===== src/rtl/uart_cmd_ctrl_if.sv =====
`default_nettype none
// ============================================================================
// Module   : uart_cmd_ctrl_if
// Brief    : Bundle of UART, register-file and ALU signals for uart_cmd_ctrl.
// Revision : 1.0 - initial release
// ============================================================================
interface uart_cmd_ctrl_if #(
    parameter int DATA_WIDTH = 8,
    parameter int ADDR_WIDTH = 4,
    parameter int FUN_WIDTH  = 4
);
    logic [DATA_WIDTH-1:0]   rx_p_data;
    logic                    rx_d_vld;
    logic                    rx_err;
    logic                    tx_busy;
    logic [DATA_WIDTH-1:0]   tx_p_data;
    logic                    tx_d_vld;
    logic                    rf_wr_en;
    logic                    rf_rd_en;
    logic [ADDR_WIDTH-1:0]   rf_addr;
    logic [DATA_WIDTH-1:0]   rf_wr_data;
    logic [DATA_WIDTH-1:0]   rf_rd_data;
    logic                    rf_rd_vld;
    logic                    alu_en;
    logic [FUN_WIDTH-1:0]    alu_fun;
    logic [2*DATA_WIDTH-1:0] alu_out;
    logic                    alu_vld;
    logic                    alu_clk_en;
    logic                    cmd_drop;

    // Controller side
    modport master (
        input  rx_p_data, rx_d_vld, rx_err, tx_busy,
        input  rf_rd_data, rf_rd_vld, alu_out, alu_vld,
        output tx_p_data, tx_d_vld, rf_wr_en, rf_rd_en, rf_addr, rf_wr_data,
        output alu_en, alu_fun, alu_clk_en, cmd_drop
    );

    // UART / register file / ALU side
    modport slave (
        output rx_p_data, rx_d_vld, rx_err, tx_busy,
        output rf_rd_data, rf_rd_vld, alu_out, alu_vld,
        input  tx_p_data, tx_d_vld, rf_wr_en, rf_rd_en, rf_addr, rf_wr_data,
        input  alu_en, alu_fun, alu_clk_en, cmd_drop
    );
endinterface
`default_nettype wire


===== src/rtl/uart_cmd_ctrl.sv =====
`default_nettype none
// ============================================================================
// Module   : uart_cmd_ctrl
// Brief    : Parses UART command frames into register-file / ALU operations
//            and returns read data or ALU results as UART bytes.
// Revision : 1.0 - initial release
// ============================================================================
module uart_cmd_ctrl #(
    parameter int DATA_WIDTH = 8,
    parameter int ADDR_WIDTH = 4,
    parameter int FUN_WIDTH  = 4
) (
    input  wire logic       clk_i,
    input  wire logic       rst_n_i,
    uart_cmd_ctrl_if.master ctrl_bus
);

    localparam logic [3:0] S_IDLE     = 4'd0;
    localparam logic [3:0] S_WR_ADDR  = 4'd1;
    localparam logic [3:0] S_WR_DATA  = 4'd2;
    localparam logic [3:0] S_RD_ADDR  = 4'd3;
    localparam logic [3:0] S_RD_WAIT  = 4'd4;
    localparam logic [3:0] S_OP_A     = 4'd5;
    localparam logic [3:0] S_OP_B     = 4'd6;
    localparam logic [3:0] S_ALU_FUN  = 4'd7;
    localparam logic [3:0] S_ALU_WAIT = 4'd8;
    localparam logic [3:0] S_TX_LO    = 4'd9;
    localparam logic [3:0] S_TX_HI    = 4'd10;

    localparam logic [DATA_WIDTH-1:0] C_CMD_WR     = DATA_WIDTH'(8'hAA);
    localparam logic [DATA_WIDTH-1:0] C_CMD_RD     = DATA_WIDTH'(8'hBB);
    localparam logic [DATA_WIDTH-1:0] C_CMD_ALU_OP = DATA_WIDTH'(8'hCC);
    localparam logic [DATA_WIDTH-1:0] C_CMD_ALU    = DATA_WIDTH'(8'hDD);

    logic [3:0]              state_q,      state_d;
    logic [ADDR_WIDTH-1:0]   rf_addr_q,    rf_addr_d;
    logic [DATA_WIDTH-1:0]   rf_wr_data_q, rf_wr_data_d;
    logic                    rf_wr_en_q,   rf_wr_en_d;
    logic                    rf_rd_en_q,   rf_rd_en_d;
    logic                    alu_en_q,     alu_en_d;
    logic [FUN_WIDTH-1:0]    alu_fun_q,    alu_fun_d;
    logic [2*DATA_WIDTH-1:0] tx_buf_q,     tx_buf_d;
    logic                    tx_two_q,     tx_two_d;
    logic                    tx_vld_q,     tx_vld_d;
    logic [DATA_WIDTH-1:0]   tx_data_q,    tx_data_d;
    logic                    cmd_drop_q,   cmd_drop_d;

    logic w_rx_ok;
    logic w_rx_bad;
    logic w_in_payload;
    logic w_in_busy;

    assign w_rx_ok  = ctrl_bus.rx_d_vld & ~ctrl_bus.rx_err;
    assign w_rx_bad = ctrl_bus.rx_d_vld &  ctrl_bus.rx_err;

    assign w_in_payload = (state_q == S_WR_ADDR) || (state_q == S_WR_DATA) ||
                          (state_q == S_RD_ADDR) || (state_q == S_OP_A)    ||
                          (state_q == S_OP_B)    || (state_q == S_ALU_FUN);

    assign w_in_busy = (state_q == S_RD_WAIT) || (state_q == S_ALU_WAIT) ||
                       (state_q == S_TX_LO)   || (state_q == S_TX_HI);

    always_comb begin
        state_d      = state_q;
        rf_addr_d    = rf_addr_q;
        rf_wr_data_d = rf_wr_data_q;
        alu_fun_d    = alu_fun_q;
        tx_buf_d     = tx_buf_q;
        tx_two_d     = tx_two_q;
        tx_vld_d     = tx_vld_q;
        tx_data_d    = tx_data_q;
        rf_wr_en_d   = 1'b0;
        rf_rd_en_d   = 1'b0;
        alu_en_d     = 1'b0;
        cmd_drop_d   = 1'b0;

        case (state_q)
            S_IDLE: begin
                if (w_rx_bad) begin
                    cmd_drop_d = 1'b1;
                end else if (w_rx_ok) begin
                    case (ctrl_bus.rx_p_data)
                        C_CMD_WR:     state_d = S_WR_ADDR;
                        C_CMD_RD:     state_d = S_RD_ADDR;
                        C_CMD_ALU_OP: state_d = S_OP_A;
                        C_CMD_ALU:    state_d = S_ALU_FUN;
                        default:      cmd_drop_d = 1'b1;
                    endcase
                end
            end
            S_WR_ADDR: begin
                if (w_rx_ok) begin
                    rf_addr_d = ctrl_bus.rx_p_data[ADDR_WIDTH-1:0];
                    state_d   = S_WR_DATA;
                end
            end
            S_WR_DATA: begin
                if (w_rx_ok) begin
                    rf_wr_data_d = ctrl_bus.rx_p_data;
                    rf_wr_en_d   = 1'b1;
                    state_d      = S_IDLE;
                end
            end
            S_RD_ADDR: begin
                if (w_rx_ok) begin
                    rf_addr_d  = ctrl_bus.rx_p_data[ADDR_WIDTH-1:0];
                    rf_rd_en_d = 1'b1;
                    state_d    = S_RD_WAIT;
                end
            end
            S_RD_WAIT: begin
                if (ctrl_bus.rf_rd_vld) begin
                    tx_buf_d = {{DATA_WIDTH{1'b0}}, ctrl_bus.rf_rd_data};
                    tx_two_d = 1'b0;
                    state_d  = S_TX_LO;
                end
            end
            // Operands land in registers 0 and 1, where the ALU reads them
            S_OP_A: begin
                if (w_rx_ok) begin
                    rf_addr_d    = '0;
                    rf_wr_data_d = ctrl_bus.rx_p_data;
                    rf_wr_en_d   = 1'b1;
                    state_d      = S_OP_B;
                end
            end
            S_OP_B: begin
                if (w_rx_ok) begin
                    rf_addr_d    = ADDR_WIDTH'(1);
                    rf_wr_data_d = ctrl_bus.rx_p_data;
                    rf_wr_en_d   = 1'b1;
                    state_d      = S_ALU_FUN;
                end
            end
            S_ALU_FUN: begin
                if (w_rx_ok) begin
                    alu_fun_d = ctrl_bus.rx_p_data[FUN_WIDTH-1:0];
                    alu_en_d  = 1'b1;
                    state_d   = S_ALU_WAIT;
                end
            end
            S_ALU_WAIT: begin
                if (ctrl_bus.alu_vld) begin
                    tx_buf_d = ctrl_bus.alu_out;
                    tx_two_d = 1'b1;
                    state_d  = S_TX_LO;
                end
            end
            S_TX_LO, S_TX_HI: begin
                // Request is held until busy is seen, then released; the
                // transmitter is never waited on beyond acceptance.
                if (tx_vld_q) begin
                    if (ctrl_bus.tx_busy) begin
                        tx_vld_d = 1'b0;
                        state_d  = ((state_q == S_TX_LO) && tx_two_q) ? S_TX_HI : S_IDLE;
                    end
                end else if (!ctrl_bus.tx_busy) begin
                    tx_vld_d  = 1'b1;
                    tx_data_d = (state_q == S_TX_LO) ? tx_buf_q[DATA_WIDTH-1:0]
                                                     : tx_buf_q[2*DATA_WIDTH-1:DATA_WIDTH];
                end
            end
            default: state_d = S_IDLE;
        endcase

        if (w_in_payload && w_rx_bad) begin
            state_d    = S_IDLE;
            cmd_drop_d = 1'b1;
        end
        if (w_in_busy && ctrl_bus.rx_d_vld) begin
            cmd_drop_d = 1'b1;
        end
    end

    always_ff @(posedge clk_i or negedge rst_n_i) begin
        if (!rst_n_i) begin
            state_q      <= S_IDLE;
            rf_addr_q    <= '0;
            rf_wr_data_q <= '0;
            rf_wr_en_q   <= 1'b0;
            rf_rd_en_q   <= 1'b0;
            alu_en_q     <= 1'b0;
            alu_fun_q    <= '0;
            tx_buf_q     <= '0;
            tx_two_q     <= 1'b0;
            tx_vld_q     <= 1'b0;
            tx_data_q    <= '0;
            cmd_drop_q   <= 1'b0;
        end else begin
            state_q      <= state_d;
            rf_addr_q    <= rf_addr_d;
            rf_wr_data_q <= rf_wr_data_d;
            rf_wr_en_q   <= rf_wr_en_d;
            rf_rd_en_q   <= rf_rd_en_d;
            alu_en_q     <= alu_en_d;
            alu_fun_q    <= alu_fun_d;
            tx_buf_q     <= tx_buf_d;
            tx_two_q     <= tx_two_d;
            tx_vld_q     <= tx_vld_d;
            tx_data_q    <= tx_data_d;
            cmd_drop_q   <= cmd_drop_d;
        end
    end

    assign ctrl_bus.tx_p_data  = tx_data_q;
    assign ctrl_bus.tx_d_vld   = tx_vld_q;
    assign ctrl_bus.rf_wr_en   = rf_wr_en_q;
    assign ctrl_bus.rf_rd_en   = rf_rd_en_q;
    assign ctrl_bus.rf_addr    = rf_addr_q;
    assign ctrl_bus.rf_wr_data = rf_wr_data_q;
    assign ctrl_bus.alu_en     = alu_en_q;
    assign ctrl_bus.alu_fun    = alu_fun_q;
    assign ctrl_bus.cmd_drop   = cmd_drop_q;
    assign ctrl_bus.alu_clk_en = (state_q == S_ALU_FUN) || (state_q == S_ALU_WAIT);

endmodule
`default_nettype wire


===== src/flat_wrapper.sv =====
// flat-port wrapper written by rule: the top's interface ports become plain ports
module uart_cmd_ctrl_flat 
#(
    parameter int DATA_WIDTH = 8,
    parameter int ADDR_WIDTH = 4,
    parameter int FUN_WIDTH  = 4
)
  (clk_i, rst_n_i, ctrl_bus_rx_p_data, ctrl_bus_rx_d_vld, ctrl_bus_rx_err, ctrl_bus_tx_busy, ctrl_bus_rf_rd_data, ctrl_bus_rf_rd_vld, ctrl_bus_alu_out, ctrl_bus_alu_vld, ctrl_bus_tx_p_data, ctrl_bus_tx_d_vld, ctrl_bus_rf_wr_en, ctrl_bus_rf_rd_en, ctrl_bus_rf_addr, ctrl_bus_rf_wr_data, ctrl_bus_alu_en, ctrl_bus_alu_fun, ctrl_bus_alu_clk_en, ctrl_bus_cmd_drop);
  uart_cmd_ctrl_if #(.DATA_WIDTH(DATA_WIDTH), .ADDR_WIDTH(ADDR_WIDTH), .FUN_WIDTH(FUN_WIDTH)) ctrl_bus_i ();
  input  wire logic clk_i;
  input  wire logic rst_n_i;
  input wire logic [$bits(ctrl_bus_i.rx_p_data)-1:0] ctrl_bus_rx_p_data;
  input wire logic [$bits(ctrl_bus_i.rx_d_vld)-1:0] ctrl_bus_rx_d_vld;
  input wire logic [$bits(ctrl_bus_i.rx_err)-1:0] ctrl_bus_rx_err;
  input wire logic [$bits(ctrl_bus_i.tx_busy)-1:0] ctrl_bus_tx_busy;
  input wire logic [$bits(ctrl_bus_i.rf_rd_data)-1:0] ctrl_bus_rf_rd_data;
  input wire logic [$bits(ctrl_bus_i.rf_rd_vld)-1:0] ctrl_bus_rf_rd_vld;
  input wire logic [$bits(ctrl_bus_i.alu_out)-1:0] ctrl_bus_alu_out;
  input wire logic [$bits(ctrl_bus_i.alu_vld)-1:0] ctrl_bus_alu_vld;
  output wire logic [$bits(ctrl_bus_i.tx_p_data)-1:0] ctrl_bus_tx_p_data;
  output wire logic [$bits(ctrl_bus_i.tx_d_vld)-1:0] ctrl_bus_tx_d_vld;
  output wire logic [$bits(ctrl_bus_i.rf_wr_en)-1:0] ctrl_bus_rf_wr_en;
  output wire logic [$bits(ctrl_bus_i.rf_rd_en)-1:0] ctrl_bus_rf_rd_en;
  output wire logic [$bits(ctrl_bus_i.rf_addr)-1:0] ctrl_bus_rf_addr;
  output wire logic [$bits(ctrl_bus_i.rf_wr_data)-1:0] ctrl_bus_rf_wr_data;
  output wire logic [$bits(ctrl_bus_i.alu_en)-1:0] ctrl_bus_alu_en;
  output wire logic [$bits(ctrl_bus_i.alu_fun)-1:0] ctrl_bus_alu_fun;
  output wire logic [$bits(ctrl_bus_i.alu_clk_en)-1:0] ctrl_bus_alu_clk_en;
  output wire logic [$bits(ctrl_bus_i.cmd_drop)-1:0] ctrl_bus_cmd_drop;
  assign ctrl_bus_i.rx_p_data = ctrl_bus_rx_p_data;
  assign ctrl_bus_i.rx_d_vld = ctrl_bus_rx_d_vld;
  assign ctrl_bus_i.rx_err = ctrl_bus_rx_err;
  assign ctrl_bus_i.tx_busy = ctrl_bus_tx_busy;
  assign ctrl_bus_i.rf_rd_data = ctrl_bus_rf_rd_data;
  assign ctrl_bus_i.rf_rd_vld = ctrl_bus_rf_rd_vld;
  assign ctrl_bus_i.alu_out = ctrl_bus_alu_out;
  assign ctrl_bus_i.alu_vld = ctrl_bus_alu_vld;
  assign ctrl_bus_tx_p_data = ctrl_bus_i.tx_p_data;
  assign ctrl_bus_tx_d_vld = ctrl_bus_i.tx_d_vld;
  assign ctrl_bus_rf_wr_en = ctrl_bus_i.rf_wr_en;
  assign ctrl_bus_rf_rd_en = ctrl_bus_i.rf_rd_en;
  assign ctrl_bus_rf_addr = ctrl_bus_i.rf_addr;
  assign ctrl_bus_rf_wr_data = ctrl_bus_i.rf_wr_data;
  assign ctrl_bus_alu_en = ctrl_bus_i.alu_en;
  assign ctrl_bus_alu_fun = ctrl_bus_i.alu_fun;
  assign ctrl_bus_alu_clk_en = ctrl_bus_i.alu_clk_en;
  assign ctrl_bus_cmd_drop = ctrl_bus_i.cmd_drop;
  uart_cmd_ctrl #(.DATA_WIDTH(DATA_WIDTH), .ADDR_WIDTH(ADDR_WIDTH), .FUN_WIDTH(FUN_WIDTH)) u_core (.clk_i(clk_i), .rst_n_i(rst_n_i), .ctrl_bus(ctrl_bus_i));
endmodule

===== config.mk =====
export PLATFORM = sky130hd
export DESIGN_NAME = uart_cmd_ctrl_flat
export DESIGN_NICKNAME = d
export VERILOG_FILES = /design/src/rtl/uart_cmd_ctrl_if.sv /design/src/rtl/uart_cmd_ctrl.sv /design/src/flat_wrapper.sv
export SDC_FILE = /design/constraint.sdc
export NUM_CORES = 1
export LEC_CHECK = 0
export CAP_MARGIN = 40
export CELL_PAD_IN_SITES_DETAIL_PLACEMENT = 1
export CELL_PAD_IN_SITES_GLOBAL_PLACEMENT = 1
export CORE_MARGIN = 2
export CORE_UTILIZATION = 36
export CTS_CLUSTER_SIZE = 25
export DETAILED_ROUTE_END_ITERATION = 10
export PLACE_DENSITY_LB_ADDON = 0.3
export REMOVE_ABC_BUFFERS = 1
export SLEW_MARGIN = 20
export SYNTH_ARGS = -nofsm -noshare
export SYNTH_HDL_FRONTEND = slang
export SYNTH_SLANG_ARGS = --single-unit

===== constraint.sdc =====
create_clock -name clk_i -period 1.93 [get_ports clk_i]
set_input_delay 0.193 -clock clk_i [delete_from_list [all_inputs] [get_ports clk_i]]
set_output_delay 0.193 -clock clk_i [all_outputs]
set_load 0.01 [all_outputs]

==> impl_metrics.toml <==
[status]
status = "complete, no violations"

[place]
hpwl_mm = 4.87
pre_cts_ws_ps = -104
io_buffers = 68
place_area_sq_um = 3340
place_congestion = 0.868

[power_and_ir_drop]
peakVddDrop_mv = 0.576
powerDensity_nw_per_um2 = 1310
power.leakage_nw = 1.51
comb_power_share_pct = 46.4
netSwitchingPower_mw = 1.60
p_int_mw = 2.96
seq_power_share_pct = 37.6
netSwitchingFraction_pct = 35.0
clockPowerShare_pct = 16.0

[detailed_routing]
drc = 0
dr.pass1.iters = 3
vias = 2053
drtIter0Drc = 78
post_drt_wl_per_cell_um = 15.7
antenna_left = 0
vias_per_cell = 5.03
wirelength_mm = 6.41

[floorplanning]
die_h_um = 86.5
die_w_um = 86.5
start_util_pct = 36.6
core_sq_um = 6680
dieArea_sq_um = 7480
rows = 30
pin_count = 69

[logic_synthesis]
yosysUniqueCellTypes = 44
synth_top_cell_by_area = "dfrtp_1"
async_flop_share_pct = 100
ys_warn_count = 0
synth-edff-count = 0
synth_area_sq_um = 2450
seq_area_frac_synth_pct = 51.1
syn_area_per_cell_sq_um = 10.2
synth-seq-cells = 50
netlist_top_cells_area = "dfrtp_1, nand2_1, mux2i_1, mux2_2, o21ai_0"
synth_ff_type = "dfrtp_1"
synthCells = 239
synth_top_area_share_pct = 51.1

[timing]
fin_ws_ps = 96.2
fin_crit_ps = 1830
relSlewSlack_pct = 56.9
hold_viol_final = 0
max_freq_ghz = 0.545
setup_viol = 0
rsz0062_at_grt = "false"
finClkSkew_ps = 4.47
worst_slew_pin_slew_ps = 638
maxSlewViolCount = 0
fin_crit_sh_pct = 95.0

[critical_path]
setup.worst_path.start = "ctrl_bus_rx_p_data[2]"
cp_max_fo = 4
worstPathRequired_ps = 2120
arrival_ps = 2020
start_kind = "primary input"
critPathKind = "in2reg"
critPathCaptureType = "flip-flop"
worstReg2RegStart = "u_core.state_q[1]"

[clock_tree]
clock_latency_ps = 300
htree_levels = 2
clock-root-buffer = "clkbuf_8"
clkSinkCount = 50
cts_buffers = 5
clk_path_buf_depth = 2
cts_tree = "yes"
cts.clk_slew.worst_paths_ps = 90

[global_routing]
grt_max_degree = 28
grt_pass1_vias = 2215
grt_pass1_wl_mm = 10.9
grt_usage_pct = 18.7
antenna_found_initial = 0
grt_remaining_overflow = 0

[layout]
fillers = 778
diodes = 0
drive_gt1_share_pct = 16.8
fin_area_sq_um = 3470
area_growth_pct = 41.7
nets = 366

[flow_run]
max-cap-violations = 0

[min_path]
hp-class = "in2async"
## layout make-up
| class | instances | area [sq um] | share of cell area [%] |
|---|---|---|---|
| Clock buffer | 5 | 68.8 | 1.98 |
| Clock inverter | 3 | 40.0 | 1.15 |
| Inverter | 3 | 11.3 | 0.325 |
| Multi-Input combinational cell | 174 | 1110 | 31.9 |
| Sequential cell | 50 | 1250 | 36.1 |
| Tap cell | 80 | 100 | 2.88 |
| Timing Repair Buffer | 93 | 890 | 25.6 |
## what timing repair did
action                                 4_1_cts  5_1_grt
setup endpoints to repair                    1        7
gates resized for setup                      3        2
endpoints found under the hold margin       23        0
hold buffers                                 1        0
setup buffers                                1        0
## routing by layer
metal	GRT usage, %	wire (um)	up-vias
met1	24.5	2830	1004
li1	-	-	1007
met4	5.68	99	0
met3	3.05	170	7
met5	0	0	-
met2	31.7	3310	35
## per-stage QoR
stage               utilization [%]  hold slack (ps)  TNS [ps]  cells  power (mW)
floorplan                         -             -103         0    227        2.73
global placement               50.0              208         0    398        3.76
detailed placement             50.0              210      -340    398        3.84
CTS                            51.9              418         0    408        4.61
global route                   51.9              439         0    408        4.89
finish                         51.9              408         0    408        4.55
## power by group through the flow
stage / registers (mW) / clock network [mW] / logic [mW]
4_1_cts: 1.72 / 0.754 / 2.13
3_5_place_dp: 1.76 / 0 / 2.09
2_1_floorplan: 1.87 / 0 / 0.868
3_3_place_gp: 1.74 / 0 / 2.02
6_report: 1.71 / 0.728 / 2.11
5_1_grt: 1.77 / 0.797 / 2.32
## critical path: stages
cell	delay, ps
clkdlybuf4s50_1	490
nor4bb_1	380
nor2_1	130
nor3_1	270
o211ai_2	190
mux2_1	370
## registers in the layout, summed over array words and instances, names as in the netlist
register	count
u_core.ctrl_bus.alu_en	1
u_core.ctrl_bus.alu_fun	4
u_core.ctrl_bus.cmd_drop	1
u_core.ctrl_bus.rf_addr	4
u_core.ctrl_bus.rf_rd_en	1
u_core.ctrl_bus.rf_wr_data	8
u_core.ctrl_bus.rf_wr_en	1
u_core.ctrl_bus.tx_d_vld	1
u_core.ctrl_bus.tx_p_data	8
u_core.state_q	4
u_core.tx_buf_q	16
u_core.tx_two_q	1
## cell families after synthesis
kind of cell | Yosys count | synth area share (%)
simple gates | 94 | 18.4
flops | 50 | 51.1
compound gates | 45 | 11.7
mux | 32 | 13.8
buf+inv | 15 | 3.88
xor+xnor | 3 | 1.07
## cells in the final DEF, fill, tap and decap left out, drive strengths merged, types with 3 or more instances in the layout
master         synthesis  layout
a211oi                 3       3
a21oi                  7       7
buf                    9      25
clkbuf                 3       5
clkdlybuf4s50          0      66
dfrtp                 50      50
inv                    3       3
mux2                  15      15
mux2i                 17      17
nand2                 51      51
nand2b                 6       6
nand3                 10      10
nor2                  10      10
nor3                   4       4
o21ai                 23      23
## cell usage after synthesis (2+ instances only)
cell and n:
a211oi_1 2, buf_4 2, mux2_2 12, dfrtp_1 50, o21ai_0 15, buf_2 5, mux2i_1 17, o22ai_1 2
nor2_1 9, a21oi_1 7, xnor2_1 2, o21ai_1 8, clkbuf_1 2, a21o_1 2, inv_1 3, or3_1 2
nor3_1 3, o31a_1 2, buf_6 2, mux2_1 3, nand2_1 51, nand2b_1 5, a311oi_1 2, nand3_1 10
and2b_1 2
## path summary, 6_finish.rpt
path,depth (start not counted),end,slack [ps]
worst max-delay path,6,u_core.state_q[2],100
worst min-delay path,2,u_core.ctrl_bus.rf_wr_data[2],410
worst max register to register,7,u_core.state_q[2],150
worst min register to register,2,u_core.tx_buf_q[15],470
max in group asynchronous,3,u_core.state_q[1],970
min in group clk_i,3,u_core.tx_buf_q[8],430
No activity file was read; power rests on OpenSTA's default activity.
